### src/rtl/ysyx_22050243_lsu.sv
// ysyx_22050243_lsu: load/store unit. Three-state IDLE/ACCESS/DONE sequencer, 64-bit data, 8-byte words.
// Optional misalignment trap enabled by defining YSYX_22050243_LSU_MISALIGN_CHECK_EN.
`default_nettype none

module ysyx_22050243_lsu (
  input  logic        clk,
  input  logic        rst,
  input  logic        in_valid,
  output logic        in_ready,
  input  logic        in_wen,
  input  logic [2:0]  in_size,
  input  logic [63:0] in_addr,
  input  logic [63:0] in_wdata,
  input  logic [4:0]  in_rd,
  output logic        out_valid,
  input  logic        out_ready,
  output logic [63:0] out_rdata,
  output logic [4:0]  out_rd,
  output logic        out_misalign,
  output logic        data_w_en,
  output logic        data_r_en,
  output logic [7:0]  data_wmask,
  output logic [63:0] data_addr,
  output logic [63:0] data_w,
  input  logic [63:0] data_r
);

  typedef enum logic [1:0] {
    S_IDLE   = 2'd0,
    S_ACCESS = 2'd1,
    S_DONE   = 2'd2
  } state_t;

  state_t      state_q, state_d;
  logic        wen_q, wen_d;
  logic [2:0]  size_q, size_d;
  logic [63:0] addr_q, addr_d;
  logic [63:0] wdata_q, wdata_d;
  logic [4:0]  rd_q, rd_d;
  logic [63:0] rdata_q, rdata_d;
  logic [4:0]  out_rd_q, out_rd_d;
  logic        misalign_q, misalign_d;

  logic [2:0]  off;
  logic [5:0]  bit_sh;
  logic [7:0]  base_mask;
  logic [63:0] shifted;
  logic [63:0] load_ext;
  logic        misalign;

  assign off    = addr_q[2:0];
  assign bit_sh = {off, 3'b000};

  always_comb begin
    base_mask = 8'h01;
    case (size_q[1:0])
      2'b00:   base_mask = 8'h01;
      2'b01:   base_mask = 8'h03;
      2'b10:   base_mask = 8'h0F;
      default: base_mask = 8'hFF;
    endcase
  end

`ifdef YSYX_22050243_LSU_MISALIGN_CHECK_EN
  always_comb begin
    misalign = 1'b0;
    case (size_q[1:0])
      2'b00:   misalign = 1'b0;
      2'b01:   misalign = off[0];
      2'b10:   misalign = |off[1:0];
      default: misalign = |off;
    endcase
  end
`else
  assign misalign = 1'b0;
`endif

  // Bring the addressed lane down to bit 0, then extend by size and signedness.
  assign shifted = data_r >> bit_sh;

  always_comb begin
    load_ext = shifted;
    case (size_q[1:0])
      2'b00:   load_ext = size_q[2] ? {56'd0, shifted[7:0]}  : {{56{shifted[7]}},  shifted[7:0]};
      2'b01:   load_ext = size_q[2] ? {48'd0, shifted[15:0]} : {{48{shifted[15]}}, shifted[15:0]};
      2'b10:   load_ext = size_q[2] ? {32'd0, shifted[31:0]} : {{32{shifted[31]}}, shifted[31:0]};
      default: load_ext = shifted;
    endcase
  end

  always_comb begin
    state_d    = state_q;
    wen_d      = wen_q;
    size_d     = size_q;
    addr_d     = addr_q;
    wdata_d    = wdata_q;
    rd_d       = rd_q;
    rdata_d    = rdata_q;
    out_rd_d   = out_rd_q;
    misalign_d = misalign_q;
    in_ready   = 1'b0;
    out_valid  = 1'b0;
    data_w_en  = 1'b0;
    data_r_en  = 1'b0;
    data_wmask = 8'h00;
    data_addr  = 64'd0;
    data_w     = 64'd0;

    case (state_q)
      S_IDLE: begin
        in_ready = 1'b1;
        if (in_valid) begin
          wen_d   = in_wen;
          size_d  = in_size;
          addr_d  = in_addr;
          wdata_d = in_wdata;
          rd_d    = in_rd;
          state_d = S_ACCESS;
        end
      end
      S_ACCESS: begin
        data_addr  = {addr_q[63:3], 3'b000};
        data_wmask = base_mask << off;
        data_w     = wdata_q << bit_sh;
        data_w_en  = wen_q & ~misalign;
        data_r_en  = ~wen_q & ~misalign;
        rdata_d    = (wen_q | misalign) ? 64'd0 : load_ext;
        // A trapped access still reports its rd so WBU can attribute the fault.
        out_rd_d   = (wen_q & ~misalign) ? 5'd0 : rd_q;
        misalign_d = misalign;
        state_d    = S_DONE;
      end
      S_DONE: begin
        out_valid = 1'b1;
        if (out_ready) begin
          state_d = S_IDLE;
        end
      end
      default: state_d = S_IDLE;
    endcase
  end

  always_ff @(posedge clk or posedge rst) begin
    if (rst) begin
      state_q    <= S_IDLE;
      wen_q      <= 1'b0;
      size_q     <= 3'd0;
      addr_q     <= 64'd0;
      wdata_q    <= 64'd0;
      rd_q       <= 5'd0;
      rdata_q    <= 64'd0;
      out_rd_q   <= 5'd0;
      misalign_q <= 1'b0;
    end else begin
      state_q    <= state_d;
      wen_q      <= wen_d;
      size_q     <= size_d;
      addr_q     <= addr_d;
      wdata_q    <= wdata_d;
      rd_q       <= rd_d;
      rdata_q    <= rdata_d;
      out_rd_q   <= out_rd_d;
      misalign_q <= misalign_d;
    end
  end

  assign out_rdata    = rdata_q;
  assign out_rd       = out_rd_q;
  assign out_misalign = misalign_q;

endmodule

`default_nettype wire

### config.mk
export PLATFORM = sky130hd
export DESIGN_NAME = ysyx_22050243_lsu
export DESIGN_NICKNAME = d
export VERILOG_FILES = /design/src/rtl/ysyx_22050243_lsu.sv
export SDC_FILE = /design/constraint.sdc
export NUM_CORES = 1
export LEC_CHECK = 0
export ABC_CLOCK_PERIOD_IN_PS = 8600
export CAP_MARGIN = 20
export CORE_UTILIZATION = 47
export CTS_CLUSTER_SIZE = 14
export DETAILED_ROUTE_END_ITERATION = 8
export PLACE_DENSITY = 0.82
export SYNTH_ARGS = -nofsm -noshare
export SYNTH_HDL_FRONTEND = slang
export SYNTH_SLANG_ARGS = --single-unit
### constraint.sdc
create_clock -name clk -period 8.6 [get_ports clk]
set_clock_uncertainty 0.05 [all_clocks]
set_input_delay 1.72 -clock clk [delete_from_list [all_inputs] [get_ports clk]]
set_output_delay 1.72 -clock clk [all_outputs]
set_load 0.02 [all_outputs]
Word-level counts from Yosys, hierarchy flattened
Index checks and enable logic that the tools add are counted. W data, S select, Z words.

RAM bits: 0. Memories: 0. Input bits: 205. Bits in registers: 208. Bits in latches: 0. ROM bits: 0.

Bitwise gates (word level): 1. Multiply operators: 0. Order comparisons: 0. Multiplexer cells: 17. Reduce and logical (&&, ||, !) cells: 4. Add/subtract/negate cells: 0. Shift operators: 3. Eq/ne operators: 6. Divide/modulo/power cells: 0.

Operators with widths (number): $mux W64 (6); $pmux W64 S3 (1); $shl A64 B6 Y64 (1); $shr A64 B6 Y64 (1); $pmux W8 S3 (1); $mux W8 (1); $shl A8 B3 Y8 (1); $pmux W2 S3 (1); $mux W5 (1); $eq A2 B1 Y1 const B (2); $eq A2 B2 Y1 const B (2); $logic_not A2 Y1 (2); $mux W1 (4); $mux W2 (2); $ne A2 B2 Y1 const B (2); $reduce_and A2 Y1 (2); $not A1 Y1 (1).

Logic depth before layout (Yosys ltp)
Gate-level depths: netlist of run 1.

Word-level depth: 4. Gate-level depth with buffers: 9. Depth with buffers taken out: 6.

Least setup slack after synthesis of run 1
OpenSTA, ideal clock, no wires.

Path type: register to output. From: reg addr_q[0]. To: out data_wmask[2]. Stages on the path, launching flop included: 8. Arrival time: 2.033 ns. Path slack: 4.797 ns. Cells stage by stage: dfrtp_1 buf_4 buf_4 buf_4 buf_6 buf_2 a211oi_1 a211oi_1.

Word-level cells in the longest chain between the ends: 2.

RTL lines: start: declaration (line 37) `logic [63:0] addr_q, addr_d;`; start signal: assignment (line 158) `addr_q <= addr_d;`; $shl A8 B3 Y8 (line 123) `data_wmask = base_mask << off;`; $mux W8 (line 109) `case (state_q)`; end: declaration (line 22) `output logic [7:0] data_wmask,`.

Every way passes these cells.

Worst setup path after layout of run 1
From: reg addr_q[1]. To: out data_w[55].

Word-level cells in the longest chain between the ends: 2.

RTL lines: $shl A64 B6 Y64 (line 124) `data_w = wdata_q << bit_sh;`; $mux W64 (line 109); end: declaration (line 24) `output logic [63:0] data_w,`.

Every way passes these cells.

==> results of run 1 <==
-- cells in the mapped netlist --
library cell and n:
mux2i_4 1, o32a_1 1, nor2b_1 11, nor3_1 3, inv_1 6, o22ai_1 19
and2_1 89, mux2_2 157, buf_1 9, a211oi_1 14, and3_1 8, clkbuf_2 1
a31oi_2 1, mux2i_1 82, nand2_1 95, nor3b_2 1, o21ai_1 3, a21oi_1 26
a311oi_4 1, o21ai_2 23, nor3b_1 1, buf_4 13, a22oi_1 30, nor3_2 1
o31ai_1 8, o22a_1 1, a21o_1 1, nor2_1 69, a221oi_1 2, nand3b_1 5
conb_1 1, or2_2 2, buf_6 6, mux4_2 53, clkbuf_1 45, dfrtp_1 208
o31ai_2 7, buf_2 31, a21oi_2 1, a22o_1 8, o21a_1 1, o21ai_0 67
nand2b_1 8
-- layout make-up --
| class | instances | area [µm²] | share of cell area [%] |
|---|---|---|---|
| Antenna cell | 6 | 15.0 | 0.0858 |
| Clock buffer | 33 | 694 | 3.97 |
| Clock inverter | 8 | 133 | 0.758 |
| Inverter | 6 | 30.0 | 0.172 |
| Multi-Input combinational cell | 804 | 6720 | 38.4 |
| Sequential cell | 208 | 5220 | 29.8 |
| Tap cell | 335 | 419 | 2.40 |
| Timing Repair Buffer | 424 | 4270 | 24.4 |
-- flip-flops by register name, indices dropped and copies added (netlist names) --
signal,cells
addr_q,64
state_q,2
wdata_q,64
size_q,3
out_rdata,64
rd_q,5
wen_q,1
out_rd,5
-- placed cells by master (no fill, tap or decap), types with 7 or more instances in the layout --
cell type	instances
o21ai_2	23
o31ai_2	7
o21ai_0	67
buf_4	11
mux2_2	157
o22ai_1	19
clkbuf_16	24
a211oi_1	14
nor2b_1	10
and2_1	88
o31ai_1	8
and3_1	8
mux4_2	53
dfrtp_1	205
mux2i_1	82
clkdlybuf4s50_1	410
a21oi_1	26
nand2b_1	7
nor2_1	68
a22o_1	8
nand2_1	95
a22oi_1	30
-- logic make-up (layout without fill, tap and decap cells) --
group,count (synthesis),after routing
compound gates,214,214
mux,293,293
flops,208,208
buf+inv,111,471
other cells,1,10
simple gates,293,293
-- routing by layer --
layer	GRT usage [%]	share of wire, %
met1	38.1	38
met2	50.8	49
met3	7.33	9.3
met4	13.8	4.3
met5	0	0.070
-- critical path: cells and delay by family, from the launching register on --
kind            cells  cell delay [ps]
simple gates        1              120
compound gates      1              290
flops               1              730
mux                 2              370
buf+inv             2             1520
-- report_power, final --
part	switching, mW	internal, mW	total [mW]
clock network	0.425	0.653	1.08
logic	1.98	1.86	3.84
registers	0.473	1.44	1.92
-- through the flow --
step	power, mW	setup WS, ps	utilization [%]	instance area (µm²)	hold WS, ps
3_3_place_gp	5.62	3770	63.8	16600	400
2_1_floorplan	4.39	1150	-	12500	422
5_1_grt	7.19	3110	67.3	17500	448
3_5_place_dp	5.69	3720	63.8	16600	414
4_1_cts	6.80	3140	67.0	17400	431
6_report	6.83	3230	67.3	17500	424
-- worst max path at each step --
stage	endpoint	from	depth (start not counted)
floorplan	addr_q[0]	rst	1
finish	data_w[55]	addr_q[1]	6
detailed placement	data_w[32]	addr_q[0]	4
global route	data_w[55]	addr_q[1]	6
CTS	data_wmask[5]	addr_q[0]	4
global placement	data_w[32]	addr_q[0]	4
==> flow_summary.toml, run 1 <==
[status]
run_status = "completed"

[detailed_routing]
antenna_left = 0
wire_per_inst_um = 23.6
first_iter_violations = 870
firstDrtPassIters = 5
dr_total_vias = 10800
drc = 0
viasPerCell = 5.90
drt_wl_total_um = 43000

[yosys]
leading_cell_types_by_total_area_after_synthesis = "dfrtp_1, mux2_2, mux4_2"
yosysWarningCount = 0
post_synth_num_cell_types = 43
simple_gate_area_share_of_the_yosys_netlist_pct = 11.5
synth.ff_latch_count = 208
synth_top_area_share_pct = 41.8
synth_cells = 1120
synth.cell_area_um2 = 12400
yosys.area_share.adder_pct = 0
yosys.area.top_type = "dfrtp_1"
post_synth_mux_area_share_pct = 30.6
post_synthesis_compound_gate_area_fraction_pct = 11.6
synth_top_family_by_area = "multiplexers"
synth_xor_area_share_pct = 0
synth_seq_area_share_pct = 41.8
synthesis.area_per_instance_um2 = 11.1

[min_path]
cell_depth_of_the_worst_hold_path = 2
hold_start = "out_rd[4]"
worstHoldEndpoint = "out_rd[4]"
worstHoldPathType = "reg2reg"

[clock_tree]
master_cell_of_the_clock_root_buffer = "clkbuf_16"
clock-sinks = 208
tritoncts = "built"
clock_tree.htree_level_count = 1
numCtsBuffers = 24
worst_skew_pair.late_latency_ps = 530
post_cts_resize_count = 0
ctsLongestPathBuffers = 3
post_cts_buffers = 0
ctsHoldBuffers = 0
clk_pin_slew_worst_paths_ps = 60

[power_and_ir_drop]
irDropWorstVdd_mv = 0.225
areal_power_density_over_the_cells_nw_per_um2 = 390
power.static_leakage_nw = 7.02

[placed_design]
finalWeightedCongestion = 0.948
dp_hpwl_um = 30300
dp_cells = 1774
buffer_ports.inserted = 410

[sta]
setup_viol_count_final = 0
slew_viol_final = 0
max_slew.worst_pin.slew_ps = 1090
finalWorstPathRequiredPeriod_ps = 5370
maxClockFrequency_mhz = 186
setup_repair_after_global_routing_missed_its_margin = "false"
layout_worst_path_cycle_share_pct = 62.4
max_slew_margin_pct = 27.1
finalHoldViolCount = 0
fin_setup_tns_ps = 0

[critical_path]
r2r_start = "addr_q[1]"
critPathCaptureType = "output port"
reg2reg_depth = 7
regToRegEndpoint = "out_rdata[61]"
worstPathCellList = "buf_4, mux2i_1, o21ai_0, mux2i_1, nor2_1, clkdlybuf4s50_1"
timing.critical_path.fanout_max = 81
worstPathRequired_ps = 6830
worst_path_max_delay_cell = "buf_4"
critical_path.most_common_cell = "mux2i_1"
worst_path_arrival_ps = 3600
critical_path.startpoint_type = "flop"
worstSetupPathType = "reg2out"
slowest_delay_ps = 900
setup.reg_to_reg.worst_slack_ps = 4860

[global_route]
largest_net_degree_at_the_start_of_global_routing = 130
overflow = 0
antenna_found_initial = 7
track_usage_pct = 30.7
grt_pass1_wl_um = 62600
first_global_vias = 10600

[layout]
layout.filler_cells = 1976
final-instance-count-excl-fill = 1824
num-nets-final = 1673
layout-drive-gt1-share_pct = 20.8
layout-area-overhead-vs-synth_pct = 40.6

[die]
floorplan.rows = 59
die_width_um = 165
die-area_um2 = 27100
die_h_um = 165
initial_utilization_pct = 47.9
ioPinCount = 415
core_area_um2 = 26000

[run]
cap_viol_max_count = 0
Power figures use the tool's default switching activity.
==> inputs of run 2 (changes only) <==
ABC_CLOCK_PERIOD_IN_PS = 4820   (was 8600)
CORE_UTILIZATION = 42   (was 47)
PLACE_DENSITY = 0.77   (was 0.82)
clock period = 4.82 ns   (was 8.6 ns; I/O delays follow)
==> run 2 against run 1 <==
  * Cell area rose by 0.15%
  * Cell count grew 2.9%
  * Clock-buffer cell count grew 2
  * Core utilization shrank 6.8 points
==> flow_summary.toml, run 2 (synthesis results as in run 1) <==
[placed_design]
dp_hpwl_um = 31900
dp_slack_ps = 1100
finalWeightedCongestion = 0.959
buffer_ports.inserted = 410

[critical_path]
worst_path_max_delay_cell = "dfrtp_4"
timing.critical_path.fanout_max = 40
cp_top_family = "buffers and inverters"
critPathCaptureType = "output port"
worst_path_arrival_ps = 3260
r2r_start = "addr_q[1]"
reg2reg_depth = 6
worstPathCellList = "buf_4, mux4_2, a22oi_1, nor2_1, clkdlybuf4s50_1"
cp_num_buf_inv = 2
slowest_delay_ps = 810
worstPathRequired_ps = 3810
worstSetupPathType = "reg2out"
critical_path.startpoint_type = "flop"
regToRegEndpoint = "out_rdata[26]"
setup.reg_to_reg.worst_slack_ps = 1340

[min_path]
worstHoldPathType = "reg2reg"
hold_start = "out_rd[4]"
worstHoldEndpoint = "out_rd[4]"
cell_depth_of_the_worst_hold_path = 2

[detailed_routing]
drc = 0
antenna_left = 0
wire_per_inst_um = 23.3
first_iter_violations = 1138
dr_total_vias = 10800
firstDrtPassIters = 5
drt_wl_total_um = 43700
viasPerCell = 5.75

[global_route]
antenna_found_initial = 6
overflow = 0
grt_pass1_wl_um = 67200
first_global_vias = 11100
largest_net_degree_at_the_start_of_global_routing = 125
track_usage_pct = 28.8

[layout]
num-nets-final = 1680
mostFrequentLayoutCell = "clkdlybuf4s50_1"
layout-area-overhead-vs-synth_pct = 40.8
most_frequent_cells_in_the_layout = "clkdlybuf4s50_1, dfrtp_1, mux2_2"
layout-drive-gt1-share_pct = 21.1

[power_and_ir_drop]
areal_power_density_over_the_cells_nw_per_um2 = 688
power.static_leakage_nw = 7.02
irDropWorstVdd_mv = 0.380

[status]
run_status = "completed"

[run]
cap_viol_max_count = 0

[clock_tree]
clk_pin_slew_worst_paths_ps = 60
clock-sinks = 208
post_cts_resize_count = 0
post_cts_buffers = 0
ctsLongestPathBuffers = 3
ctsHoldBuffers = 0
master_cell_of_the_clock_root_buffer = "clkbuf_16"
worst_skew_pair.late_latency_ps = 530
clock_tree.htree_level_count = 1
tritoncts = "built"
numCtsBuffers = 24

[sta]
max_slew.worst_pin.slew_ps = 1010
setup_repair_after_global_routing_missed_its_margin = "false"
finalWorstPathRequiredPeriod_ps = 4270
fin_setup_tns_ps = 0
maxClockFrequency_mhz = 234
worst_slack_ps = 546
finalHoldViolCount = 0
max_slew_margin_pct = 32.6
setup_viol_count_final = 0
layout_worst_path_cycle_share_pct = 88.7
slew_viol_final = 0
holdWs_ps = 417

[die]
floorplan.rows = 62
core_area_um2 = 28900
ioPinCount = 415
die_width_um = 174
initial_utilization_pct = 43.0
die_h_um = 174
die-area_um2 = 30300
==> run 2: through the flow <==
| step | instances | cell area [µm²] | utilization (%) | total power [mW] |
|---|---|---|---|---|
| after CTS | 1873 | 17500 | 60.5 | 12.1 |
| after floorplan | 1123 | 12500 | - | 7.84 |
| final | 1877 | 17500 | 60.6 | 12.1 |
| after global placement | 1833 | 16700 | 57.8 | 10.1 |
| after global routing | 1873 | 17500 | 60.5 | 12.7 |
| after detailed placement | 1833 | 16700 | 57.8 | 10.2 |
==> run 2: how the worst max path moves through the flow <==
| stage | cells after the start | from | to | slack (ps) |
|---|---|---|---|---|
| global placement | 5 | addr_q[0] | data_w[43] | 1110 |
| detailed placement | 7 | addr_q[0] | data_w[60] | 1100 |
| finish | 5 | addr_q[0] | data_w[43] | 550 |
| CTS | 5 | addr_q[0] | data_w[43] | 520 |
| global route | 7 | addr_q[0] | data_w[60] | 380 |
| floorplan | 1 | rst | addr_q[0] | 1110 |
==> run 2: power breakdown <==
group	internal [mW]	leakage, nW	switching (mW)
Clock	1.08	0.390	0.740
Combinational	3.31	4.10	3.49
Sequential	2.58	2.53	0.857
==> run 2: final cells by class <==
cell class	instances	area, µm²
Antenna cell	4	10.0
Clock buffer	35	722
Clock inverter	5	61.3
Fill cell	2353	11400
Inverter	6	26.3
Multi-Input combinational cell	804	6720
Sequential cell	208	5220
Tap cell	384	480
Timing Repair Buffer	431	4290
==> run 2: worst register-to-register path, cell delays in order (launching register included) <==
cell,delay (ps)
dfrtp_4,740
buf_4,670
mux4_2,680
mux2i_4,230
nor3_2,110
a31oi_2,620
o21ai_0,220
==> run 2: routing by layer <==
metal,global-route usage [%],vias up,share of wire [%]
met1,34.6,5332,37
met5,0,-,0.071
met2,49.6,585,50
li1,-,4771,-
met4,10.5,4,4.1
met3,7.22,109,8.8
==> inputs of run 3 (changes only) <==
CORE_UTILIZATION = 25   (was 42)
PLACE_DENSITY = unset   (was 0.77)
==> run 3 against run 2 <==
  * First-iteration DRC count is 36% lower
  * Global-route usage is 10 points lower
  * Non-clock buffer count is 4 higher
  * Cell count is 16% higher
  * Critical path depth stayed put
  * Maximum frequency is 3.0% lower
  * Worst hold slack better by 3.8 ps
  * Power is 2.7% higher
  * Via count is 1.3% lower
  * Die area is 67% higher
  * Sequential share of layout area is 0.87 points lower
  * Core utilization is 24 points lower
  * Critical path type unchanged
  * Critical endpoint is now data_wmask[7]
  * Highest routed layer unchanged
==> flow_summary.toml, run 3 (synthesis results as in run 1) <==
[critical_path]
regToRegEndpoint = "out_rdata[62]"
worstPathCellList = "inv_1, nor2_1, nor2_1, nor3_1, clkdlybuf4s50_1"
worstSetupPathType = "reg2out"
critical_path.most_common_cell = "nor2_1"
worstPathRequired_ps = 3810
timing.critical_path.fanout_max = 58
worst_path_arrival_ps = 3390
critical_path.startpoint_type = "flop"
r2r_start = "addr_q[0]"
setup.reg_to_reg.worst_slack_ps = 1240
reg2reg_depth = 8
worst_path_max_delay_cell = "dfrtp_4"
cp_top_family = "buffers and inverters"
slowest_delay_ps = 900
cp_num_buf_inv = 2
critPathCaptureType = "output port"

[clock_tree]
master_cell_of_the_clock_root_buffer = "clkbuf_16"
ctsLongestPathBuffers = 3
tritoncts = "built"
clock_tree.htree_level_count = 1
ctsHoldBuffers = 0
clock-sinks = 208
numCtsBuffers = 28
clk_pin_slew_worst_paths_ps = 60
post_cts_buffers = 0
post_cts_resize_count = 0
worst_skew_pair.late_latency_ps = 580

[die]
core_area_um2 = 49100
die_width_um = 225
ioPinCount = 415
die_h_um = 225
initial_utilization_pct = 25.4
die-area_um2 = 50700
floorplan.rows = 81

[sta]
layout_worst_path_cycle_share_pct = 91.4
holdWs_ps = 420
max_slew_margin_pct = 32.8
setup_viol_count_final = 0
max_slew.worst_pin.slew_ps = 1000
slew_viol_final = 0
worst_slack_ps = 414
maxClockFrequency_mhz = 227
finalHoldViolCount = 0
finalWorstPathRequiredPeriod_ps = 4410
setup_repair_after_global_routing_missed_its_margin = "false"
fin_setup_tns_ps = 0

[run]
cap_viol_max_count = 0

[global_route]
largest_net_degree_at_the_start_of_global_routing = 141
first_global_vias = 11000
overflow = 0
track_usage_pct = 18.3
antenna_found_initial = 6
grt_pass1_wl_um = 70600

[power_and_ir_drop]
fin_total_pwr_mw = 12.4
irDropWorstVdd_mv = 0.325
areal_power_density_over_the_cells_nw_per_um2 = 686
power.static_leakage_nw = 7.11

[detailed_routing]
dr_total_vias = 10700
first_iter_violations = 732
wire_per_inst_um = 21.8
firstDrtPassIters = 5
drc = 0
drt_wl_total_um = 47300
viasPerCell = 4.92
antenna_left = 0

[layout]
mostFrequentLayoutCell = "clkdlybuf4s50_1"
final-instance-count-excl-fill = 2168
layout-area-overhead-vs-synth_pct = 45.0
layout-drive-gt1-share_pct = 21.9
num-nets-final = 1688
layout.filler_cells = 4898
most_frequent_cells_in_the_layout = "clkdlybuf4s50_1, dfrtp_1, mux2_2"

[status]
run_status = "completed"

[placed_design]
dp_cells = 2117
buffer_ports.inserted = 410
dp_slack_ps = 1050
finalWeightedCongestion = 0.883
dp_hpwl_um = 35100

[min_path]
hold_start = "out_rd[2]"
worstHoldPathType = "reg2reg"
cell_depth_of_the_worst_hold_path = 2
worstHoldEndpoint = "out_rd[2]"
-- run 3: cell count changes in the layout (fill, tap and decap cells not counted), sizes merged --
cell	delta
diode	-1
buf	+4
clkbuf	+3
clkinv	+4
inv	+1
-- run 3: worst max path at each step --
stage                         end  depth (start not counted)  slack, ps       from
global placement    data_wmask[7]                          5       1050  addr_q[1]
detailed placement  data_wmask[7]                          5       1050  addr_q[1]
finish              data_wmask[7]                          5        410  addr_q[1]
global route        data_wmask[7]                          5        250  addr_q[1]
CTS                 data_wmask[7]                          5        420  addr_q[1]
floorplan               addr_q[0]                          1       1110        rst
-- run 3: power breakdown --
part           internal, mW  switching, mW  total, mW  leakage, nW
Sequential             2.58          0.873       3.45         2.53
Combinational          3.32           3.55       6.88         4.12
Clock                  1.23          0.832       2.06        0.458
Total                  7.13           5.26       12.4         7.11
-- run 3: stage by stage --
step / util (%) / area [µm²]
6_report: 36.8 / 18100
5_1_grt: 36.8 / 18000
4_1_cts: 36.8 / 18000
3_5_place_dp: 34.9 / 17100
3_3_place_gp: 34.9 / 17100
2_1_floorplan: - / 12500
-- run 3: cell type report --
cell class / count / area (µm²) / share of cell area [%]
multi-input combinational: 804 / 6730 / 37.3
sequential: 208 / 5220 / 28.9
timing repair buffer: 435 / 4330 / 24.0
tap: 664 / 831 / 4.60
clock buffer: 38 / 818 / 4.53
clock inverter: 10 / 97.6 / 0.541
inverter: 6 / 26.3 / 0.146
antenna: 3 / 7.51 / 0.0416
-- run 3: per-layer routing --
layer,up-vias,track usage (%),part of all wire (%)
met2,451,31.8,50
met5,-,0,0.078
met1,5350,22.4,40
li1,4774,-,-
met3,81,4.46,7.4
met4,6,5.33,2.8
-- run 3: tightest hold or removal path, delay by kind of cell (launching register included) --
| kind | cells | cell delay, ps |
|---|---|---|
| DFF | 1 | 340 |
| and+or+nand+nor | 2 | 100 |
